## config.mk

```make
export PLATFORM = sky130hd
export DESIGN_NAME = des_lfsr_keygen
export DESIGN_NICKNAME = d
export VERILOG_FILES = /design/src/rtl/des_lfsr_keygen.sv
export SDC_FILE = /design/constraint.sdc
export NUM_CORES = 1
export LEC_CHECK = 0
export CAP_MARGIN = 5
export CORE_MARGIN = 1
export CORE_UTILIZATION = 52
export CTS_BUF_LIST = sky130_fd_sc_hd__clkbuf_8
export DETAILED_ROUTE_END_ITERATION = 12
export GPL_ROUTABILITY_DRIVEN = 0
export GPL_TIMING_DRIVEN = 0
export HOLD_SLACK_MARGIN = 0.03
export MAX_ROUTING_LAYER = met4
export PLACE_DENSITY = 0.78
export SLEW_MARGIN = 20
export SYNTH_ARGS = -nofsm -noshare
export SYNTH_HDL_FRONTEND = slang
export SYNTH_SLANG_ARGS = --single-unit
```

## constraint.sdc

```tcl
create_clock -name clk -period 3.6 [get_ports clk]
set_input_delay 0.72 -clock clk [delete_from_list [all_inputs] [get_ports clk]]
set_output_delay 0.72 -clock clk [all_outputs]
set_load 0.02 [all_outputs]
```

## src/rtl/des_lfsr_keygen.sv

```systemverilog
// LFSR round-key generator: one subkey per cycle, keys_ready ROUNDS cycles after load accept; key_update aborts or invalidates.
// Optional KEYGEN_SEED_GUARD_EN substitutes SEED_CONST for an all-zero key to avoid the LFSR lock-up state.
module des_lfsr_keygen #(
  parameter int              KEY_W      = 64,
  parameter int              SUBKEY_W   = 48,
  parameter int              ROUNDS     = 8,
  parameter int              RCNT_W     = 3,
  parameter int              STEPS      = 4,
  parameter logic [KEY_W-1:0] TAPS       = 64'hD800_0000_0000_0000,
  parameter logic [KEY_W-1:0] SEED_CONST = 64'h0123_4567_89AB_CDEF
) (
  input  logic                clk,
  input  logic                rst,
  input  logic                load_k,
  input  logic                key_update,
  input  logic [KEY_W-1:0]    key_in,
  input  logic                enc_dec,
  input  logic [RCNT_W-1:0]   round_cnt,
  output logic                keys_ready,
  output logic [SUBKEY_W-1:0] subkey,
  output logic                kg_busy
);

  typedef enum logic [1:0] {IDLE, GEN, READY} state_t;

  state_t               state;
  logic [KEY_W-1:0]     lfsr;
  logic [KEY_W-1:0]     lfsr_nxt;
  logic [SUBKEY_W-1:0]  store [ROUNDS];
  logic [RCNT_W-1:0]    idx;
  logic [RCNT_W-1:0]    rd_idx;

  // STEPS Fibonacci shifts unrolled into one cycle
  always_comb begin
    lfsr_nxt = lfsr;
    for (int s = 0; s < STEPS; s++) begin
      lfsr_nxt = {lfsr_nxt[KEY_W-2:0], ^(lfsr_nxt & TAPS)};
    end
  end

  always_ff @(posedge clk) begin
    if (rst) begin
      state      <= IDLE;
      lfsr       <= '0;
      idx        <= '0;
      keys_ready <= 1'b0;
      kg_busy    <= 1'b0;
      for (int i = 0; i < ROUNDS; i++) store[i] <= '0;
    end else if (key_update) begin
      // Invalidate only; stored keys stay but are masked by keys_ready
      state      <= IDLE;
      keys_ready <= 1'b0;
      kg_busy    <= 1'b0;
    end else begin
      case (state)
        IDLE: begin
          if (load_k) begin
`ifdef KEYGEN_SEED_GUARD_EN
            lfsr <= (key_in == '0) ? SEED_CONST : key_in;
`else
            lfsr <= key_in;
`endif
            idx     <= '0;
            kg_busy <= 1'b1;
            state   <= GEN;
          end
        end
        GEN: begin
          lfsr       <= lfsr_nxt;
          store[idx] <= lfsr_nxt[SUBKEY_W-1:0];
          idx        <= idx + 1'b1;
          if (idx == RCNT_W'(ROUNDS - 1)) begin
            kg_busy    <= 1'b0;
            keys_ready <= 1'b1;
            state      <= READY;
          end
        end
        READY: begin
          keys_ready <= 1'b1;
          kg_busy    <= 1'b0;
        end
        default: begin
          state      <= IDLE;
          keys_ready <= 1'b0;
          kg_busy    <= 1'b0;
        end
      endcase
    end
  end

  // Decrypt walks the schedule backwards
  always_comb begin
    rd_idx = enc_dec ? round_cnt : (RCNT_W'(ROUNDS - 1) - round_cnt);
    subkey = '0;
    if (keys_ready && (32'(round_cnt) < ROUNDS)) subkey = store[rd_idx];
  end

endmodule

```

==> results of run 1 <==
==> registers in the layout (all words and copies together), names as in the netlist <==
register,flops
keys_ready,1
lfsr,64
idx,3
state,2
store,384
kg_busy,1
==> critical path, cell delays in order <==
cell and delay [ns]:
clkdlybuf4s50_1 0.56, xor2_4 0.27, buf_4 0.18, buf_4 0.24
mux2i_1 0.11, o22ai_1 0.35, dlygate4sd2_1 0.39
==> routing by layer <==
metal	GRT usage	vias to the layer above	share of wire
met5	-	-	0
met4	0.142	0	0.044
met3	0.0682	204	0.12
met2	0.475	1161	0.48
met1	0.383	8155	0.36
li1	-	6849	-
==> cells in the mapped netlist, types with 2 or more instances <==
cell | count | area (um2)
a211o_1 | 4 | 35.0
nor2_1 | 105 | 394
buf_4 | 13 | 97.6
a211oi_1 | 60 | 450
edfxtp_1 | 384 | 11500
mux4_2 | 190 | 4280
nand3_1 | 6 | 30.0
inv_1 | 3 | 11.3
nand2_1 | 13 | 48.8
a21oi_1 | 11 | 55.1
mux2i_1 | 158 | 1580
and2_1 | 88 | 551
buf_2 | 60 | 300
clkbuf_1 | 76 | 285
nor2b_1 | 3 | 18.8
clkbuf_2 | 3 | 15.0
and3_1 | 267 | 1670
nand2b_1 | 13 | 81.3
dfxtp_1 | 71 | 1420
buf_6 | 14 | 158
xnor2_2 | 7 | 114
o22ai_1 | 47 | 294
ha_1 | 6 | 75.1
xnor2_1 | 2 | 17.5
==> cell type report <==
type | instances | area (um2) | area share
buffer | 167 | 907 | 0.0333
clock buffer | 87 | 1200 | 0.0439
clock inverter | 47 | 221 | 0.00812
inverter | 3 | 11.3 | 0.000413
multi-input combinational | 994 | 9920 | 0.364
sequential | 455 | 13000 | 0.475
tap | 592 | 741 | 0.0272
timing repair buffer | 126 | 1320 | 0.0483
==> final timing paths <==
| check | from | endpoint | slack, ns | cells past startpoint |
|---|---|---|---|---|
| setup / recovery | round_cnt[2] | subkey[2] | 0.05 | 7 |
| hold / removal | key_update | keys_ready | 0.39 | 2 |
| setup reg to reg | state[1] | store[5][33] | 0.06 | 9 |
| hold reg to reg | lfsr[47] | lfsr[47] | 0.51 | 2 |
==> where the power goes <==
group	switching, mW	leakage, nW	internal, mW	total, mW
Clock	2.08	0.828	2.27	4.35
Combinational	0.737	5.66	0.655	1.39
Sequential	0.210	4.55	5.91	6.12
Total	3.03	11.0	8.83	11.9
==> kinds of logic after synthesis <==
| group | synth area share |
|---|---|
| flip-flops | 0.548 |
| AO/OA/AOI/OAI | 0.0375 |
| buffers and inverters | 0.0373 |
| XOR/XNOR | 0.00624 |
| adder cells (fa/ha/maj) | 0.00317 |
| AND/OR/NAND/NOR | 0.120 |
| multiplexers | 0.248 |
==> repair_timing <==
action | 4_1_cts | 5_1_grt
buffers inserted | 2 | 0
setup endpoints to repair | 48 | 7
pin swaps | 1 | 0
resized for setup | 65 | 5
==> metrics by stage <==
step | power [mW] | setup WS [ns] | util | setup TNS [ns]
after floorplan | 7.08 | 0.441 | - | 0
after global placement | 7.51 | -1.29 | 0.574 | -440.58
after detailed placement | 7.59 | -0.596 | 0.580 | -21.20
after CTS | 11.8 | -0.101 | 0.612 | -0.101
after global routing | 12.2 | 0.00931 | 0.613 | 0
final | 11.9 | 0.0515 | 0.613 | 0
==> impl_metrics.ini, run 1 <==
[clock_network]
insertion_delay_ns = 0.63
clockRootBuffer = clkbuf_8
clk_pin_slew_ns = 0.06
cts_tree = done
htreeDepth = 3
hold_buffers = 0
numCtsBuffers = 73
clock_sinks = 455
cts_buffer_depth = 3

[place]
port_buffers = 116
dp.cells = 2335
place_area_mm2 = 0.0258
dp_hpwl_mm = 45.8

[finish]
drive_gt1_frac = 0.224
diodes = 0
instances_no_fill = 2471
design_area_mm2 = 0.0273
final_common_cell = edfxtp_1
fill_cells = 3337
fin_nets = 1898
syn_to_final_growth_pct = 15.3
mostFrequentLayoutCells = edfxtp_1, and3_1, mux4_2

[timing]
tightest_slew_ns = 1.11
hold_viol = 0
whs_ns = 0.385
slew_viol_final = 0
period_needed_ns = 3.55
rsz0062_at_grt = false
relSlewSlack = 0.255
min_period_over_period = 0.986
max_freq_mhz = 282
clock-skew-final_ns = 0.0156
setup_violations = 0

[power_and_ir_drop]
vdd_drop_max_v = 0.000264
p_per_area_mw_per_mm2 = 435
leakage_nw = 11.0

[floorplan]
start_util = 0.531
rows = 77
core_mm2 = 0.0445
die_x_um = 215
io-pin-count = 122
die_area_mm2 = 0.0463
die_height_um = 215

[drt]
via_per_inst = 6.62
antenna_left = 0
finalWirelength_mm = 68.9
drtIter0Drc = 1965
drc = 0
wl_per_cell_um = 27.9
vias = 16400
drtPass1Iterations = 5

[setup_path]
cp.required_ns = 2.88
path_max_fanout = 10
path_class = input pin to output pin
startpoint_type = input pin
endpoint_kind = output pin
worstPathArrival_ns = 2.83

[grt]
grt_max_degree = 39
grt_pass1_vias = 16800
grt_pass1_wl_mm = 102
grt_overflow = 0
antenna_found_initial = 0
grt_usage = 0.306

[outcome]
status = finished clean

[logic_synthesis]
yosysWarnings = 0
seq_area_frac_synth = 0.548
avgSynthCellArea_um2 = 14.6
async_flop_share = 0
netlist_instances = 1619
ys_seq_elements = 455
synth_edf_count = 384
syn-num-nets = 1697
synth_ff_type = edfxtp_1
syn-cell-area_mm2 = 0.0237
ys_types = 39

[hold_path]
hold_class = input pin to flip-flop

[flow_run]
drv_cap = 0
(Power assumes the default switching activity.)
==> run 2: changes to the inputs <==
CORE_UTILIZATION = 50   (was 52)
PLACE_DENSITY = 0.75   (was 0.78)
RECOVER_POWER = 25   (was unset)
==> impl_metrics.ini, run 2 (synthesis results as in run 1) <==
[drt]
antenna_left = 0
wl_met2_mm = 33.6
drc = 0
wl_per_cell_um = 27.9
via_per_inst = 6.58
vias = 16400
drtIter0Drc = 1904
wl_met1_mm = 25.4
finalWirelength_mm = 69.3
wl_met3_mm = 7.90
dr.max_layer_used = met4
drtPass1Iterations = 5

[power_and_ir_drop]
swShare = 0.259
p_per_area_mw_per_mm2 = 438
switchingPower_mw = 3.09
leakage_nw = 10.9
comb_power_share = 0.116
p_clk_frac = 0.371
p_int_mw = 8.85
p_seq_frac = 0.513
vdd_drop_max_v = 0.000390

[timing]
hold_viol = 0
min_period_over_period = 0.979
period_needed_ns = 3.52
rsz0062_at_grt = false
max_freq_mhz = 284
slew_viol_final = 0
tns_ns = 0
tightest_slew_ns = 1.08
setup_violations = 0
relSlewSlack = 0.277
clock-skew-final_ns = 0.0278

[place]
place_area_mm2 = 0.0258
dp_hpwl_mm = 46.1
port_buffers = 116

[setup_path]
path_class = flip-flop to flip-flop
cp.required_ns = 3.91
path_max_fanout = 28
endpoint_kind = flip-flop
startpoint_type = flip-flop
worstPathArrival_ns = 3.83

[clock_network]
numCtsBuffers = 73
clk_pin_slew_ns = 0.06
clock_sinks = 455
htreeDepth = 3
insertion_delay_ns = 0.63
clockRootBuffer = clkbuf_8
hold_buffers = 0
cts_buffer_depth = 3
cts_tree = done

[finish]
final_common_cell = edfxtp_1
fill_cells = 3534
mostFrequentLayoutCells = edfxtp_1, and3_1, mux4_2
reg_top3 = store x384, lfsr x64, idx x3
regArea_mm2 = 0.0130
drive_gt1_frac = 0.217
fin_nets = 1898
largest_register_ffs = 384
syn_to_final_growth_pct = 15.3
design_area_mm2 = 0.0273
regMostFlops = store
multi_input_area_mm2 = 0.00991

[floorplan]
io-pin-count = 122
rows = 79
start_util = 0.508
die_x_um = 219
core_mm2 = 0.0466
die_height_um = 219
die_area_mm2 = 0.0482

[grt]
grt_usage = 0.301
grt_pass1_vias = 16600
grt_pass1_wl_mm = 103
grt_max_degree = 41
grt_overflow = 0
antenna_found_initial = 2

[hold_path]
hold_class = input pin to flip-flop

[flow_run]
drv_cap = 0

[outcome]
status = finished clean
## run 2: worst max-delay path, cell delays in order, from the launching register on
cell and delay [ns]:
dfxtp_1 0.33, inv_1 0.11, ha_1 0.17, clkbuf_1 0.81, and3_1 0.30, buf_4 0.26, buf_4 0.28, nand2_1 0.21
nand2b_4 0.42, buf_12 0.29
## run 2: power groups by stage
stage	clock network, mW	logic (mW)	registers, mW
after global routing	4.65	1.46	6.15
final	4.42	1.38	6.13
after floorplan	0	0.944	6.14
after detailed placement	0	1.37	6.23
after global placement	0	1.30	6.22
after CTS	4.43	1.38	6.12
## run 2: final cells by class
class | instances | share of cell area
Timing Repair Buffer | 126 | 0.0481
Clock inverter | 50 | 0.0101
Sequential cell | 455 | 0.475
Clock buffer | 84 | 0.0424
Multi-Input combinational cell | 994 | 0.364
Inverter | 3 | 0.000413
Buffer | 167 | 0.0322
Tap cell | 607 | 0.0279
Antenna cell | 1 | 0.0000918
## run 2: timing repair
action	CTS	global route
endpoints found under the setup margin	48	28
pin swaps	1	0
gates resized for setup	65	4
setup buffers	2	0
## run 2: per-layer routing
metal / up-vias / global-route usage
li1: 6839 / -
met1: 8215 / 0.377
met2: 1148 / 0.477
met3: 167 / 0.0639
met4: 0 / 0.124
met5: - / -
## run 2: path summary, 6_finish.rpt
| path | endpoint | cells past startpoint | startpoint | slack (ns) |
|---|---|---|---|---|
| worst max-delay path | store[5][34] | 9 | state[1] | 0.08 |
| worst min-delay path | keys_ready | 2 | key_update | 0.37 |
| worst max register to register | store[5][34] | 9 | state[1] | 0.08 |
| worst min register to register | idx[2] | 2 | idx[2] | 0.50 |
## run 2: through the flow
stage	worst slack (ns)	utilization	power, mW	hold slack, ns	instances
CTS	0.00404	0.586	11.9	0.335	2486
floorplan	0.441	-	7.08	0.469	1619
global placement	-1.34	0.549	7.53	0.489	2342
detailed placement	-0.480	0.555	7.59	0.498	2350
global route	0.0564	0.585	12.3	0.368	2487
finish	0.0768	0.585	11.9	0.368	2487
==> RTL edit (settings of run 2) <==
Build with the macro `KEYGEN_SEED_GUARD_EN` defined.
--- a/src/rtl/des_lfsr_keygen.sv
+++ b/src/rtl/des_lfsr_keygen.sv
@@ -1,4 +1,6 @@
 // LFSR round-key generator: one subkey per cycle, keys_ready ROUNDS cycles after load accept; key_update aborts or invalidates.
 // Optional KEYGEN_SEED_GUARD_EN substitutes SEED_CONST for an all-zero key to avoid the LFSR lock-up state.
+`define KEYGEN_SEED_GUARD_EN
+
 module des_lfsr_keygen #(
   parameter int              KEY_W      = 64,
Function: same outputs for any inputs over 4 cycles, from zero or initial values and one cycle with rst high; that may be too few to reach the edited logic, so the function may still have changed.
==> RTL edit against run 2 <==
- setup slack worse by 0.052 ns
- sequential cell count stayed put
- sequential power decreased by 1%
- wire length shrank 14%
- synthesized area fell by 13%
- cell area shrank 11%
- count of clock-buffer cells in the layout decreased by 2
- total power shrank 3.9%
- final cell count is 9.1% lower
- clock power decreased by 3%
- combinational power down 17%
- clock skew is 0.0058 ns lower
- largest cell class unchanged
- largest power group unchanged
==> RTL edit: results (changes against run 2) <==
Status
  – Outcome: finished clean

STA
  – Actual slew at the worst max-slew pin: 1.21 ns (+0.127 ns)
  – Fin Clk Skew: 0.0220 ns (-0.00580 ns)
  – Hold WS: 0.504 ns (+0.135 ns)

Layout
  – Diode count: 0 (-1)
  – Nets: 1,748 (-7.9%)
  – Ratio of cells with drive above 1 in the final layout: 15.5% (-6.2 points)
  – Post-Layout Cell Count: 2,260 (-9.1%)

GRT
  – Met1 Use GR: 37.6% (-0.10 points)
  – GR Util met2: 45.6% (-2.1 points)
  – Initial antenna violation count: 0 (-2)
  – Number of global-route vias before repair: 14,370 (-14%)
  – Tot GR Track Use: 29.7% (-0.41 points)
  – Routing usage on met3: 6.84% (+0.45 points)
  – First-pass GRT wire length: 88,000 µm (-14%)

Critical path
  – Worst R2R End: store[4][21]
  – FF-to-FF path depth: 6 (-3)
  – Worst path max stage delay: 0.50 ns (-0.31 ns)
  – Worst R2R Setup Slack: 0.05 ns (-0.03 ns)
  – Slowest stage cell, crit path: clkdlybuf4s50_1
  – R2R Path Start: state[0]
  – Critical path arrival: 2.85 ns (-0.98 ns)
  – Crit-path max FO: 10 (-64%)

Clock network
  – Root Buffer: clkbuf_8
  – CTS buffer count: 73 (unchanged)

Routing
  – Initial DRC Count: 1,715 (-9.9%)
  – Avg WL per Cell: 26.4 µm (-5.4%)
  – WL met2: 28,100 µm (-16%)
  – Metal-1 WL: 22,100 µm (-13%)
  – Vias per cell: 6.28 (-4.6%)
  – WL met3: 6710 µm (-15%)

Yosys
  – Synth Area in XOR/XNOR: 0.508% (-0.12 points)
  – Largest cells by area after synthesis: edfxtp_1 (56%), mux4_2 (10%), and3_1 (7.4%), dfxtp_1 (6.9%), and2_1 (2.5%)
  – Synth cell types: 34 (-13%)
  – Post-synthesis mux area share: 12.2% (-13 points)
  – Syn_area_per_cell: 14.1 µm² (-3.3%)
  – Post-synth net total: 1,542 (-9.1%)
  – Sequential area share after synthesis: 62.7% (+7.9 points)
  – Adder-cell share of the synthesized area: 0.363% (+0.046 points)
  – EDFF count, synth: 384 (unchanged)
  – Most frequent cells after synthesis: edfxtp_1 (384), and3_1 (243), clkbuf_1 (109)
  – Synth Area in Compound Gates: 6.03% (+2.3 points)

Place
  – DP Cell Count: 2,123 (-9.7%)
  – Pre-CTS WS: -1.31 ns (-0.829 ns)
  – PortBufs: 119 (+2.6%)
  – Post-DP Area: 22,800 µm² (-12%)
  – Dpl hpwl: 40,400 µm (-12%)

Power
  – Worst vdd ir: 0.000303 V (-22%)
  – Pleak: 9.67 nW (-12%)

Min path
  – Hold wc startpoint: lfsr[52]
  – Worst hold endpoint: lfsr[52]
  – Hold crit path type: flip-flop to flip-flop
==> RTL edit: worst max path at each step <==
stage / from / to / depth (start not counted) / slack, ns
6_report: round_cnt[2] / subkey[46] / 7 / 0.03
5_1_grt: round_cnt[0] / subkey[26] / 8 / -0.01
4_1_cts: enc_dec / subkey[25] / 8 / -0.003
3_5_place_dp: enc_dec / subkey[37] / 7 / -1.31
3_3_place_gp: rst / store[4][28] / 5 / -2.11
2_1_floorplan: key_update / store[0][0] / 5 / 0.17
==> RTL edit: area by class of cell <==
cell class / count / area [µm²]
fillers: 3080 / 16500
well taps: 532 / 666
plain buffers: 137 / 741
flip-flops and latches: 455 / 13000
inverters: 8 / 30.0
repair buffers: 131 / 1360
clock buffers: 82 / 1130
multi-input cells: 864 / 7210
clock inverters: 51 / 253
==> RTL edit: where the power goes <==
group	leakage [nW]	internal, mW	switching, mW
logic	4.32	0.514	0.641
registers	4.55	5.90	0.146
clock network	0.804	2.22	2.04
==> RTL edit: logic make-up after synthesis <==
family / Yosys count
AND/OR/NAND/NOR: 562
flip-flops: 455
multiplexers: 131
AO/OA/AOI/OAI: 153
adder cells (fa/ha/maj): 6
buffers and inverters: 145
XOR/XNOR: 12
==> RTL edit: timing repair <==
action	in CTS	in global routing
gates resized for setup	107	19
endpoints found under the setup margin	76	39
hold buffers	0	0
buffers inserted	4	0
pin swaps	2	1
==> RTL edit: worst register-to-register path, stage by stage (launching register included) <==
cell and delay (ns):
dfxtp_1 0.40, ha_1 0.31, nor4b_4 0.72, clkbuf_2 0.48, nand2_1 0.46, nand2b_4 0.53
buf_12 0.29
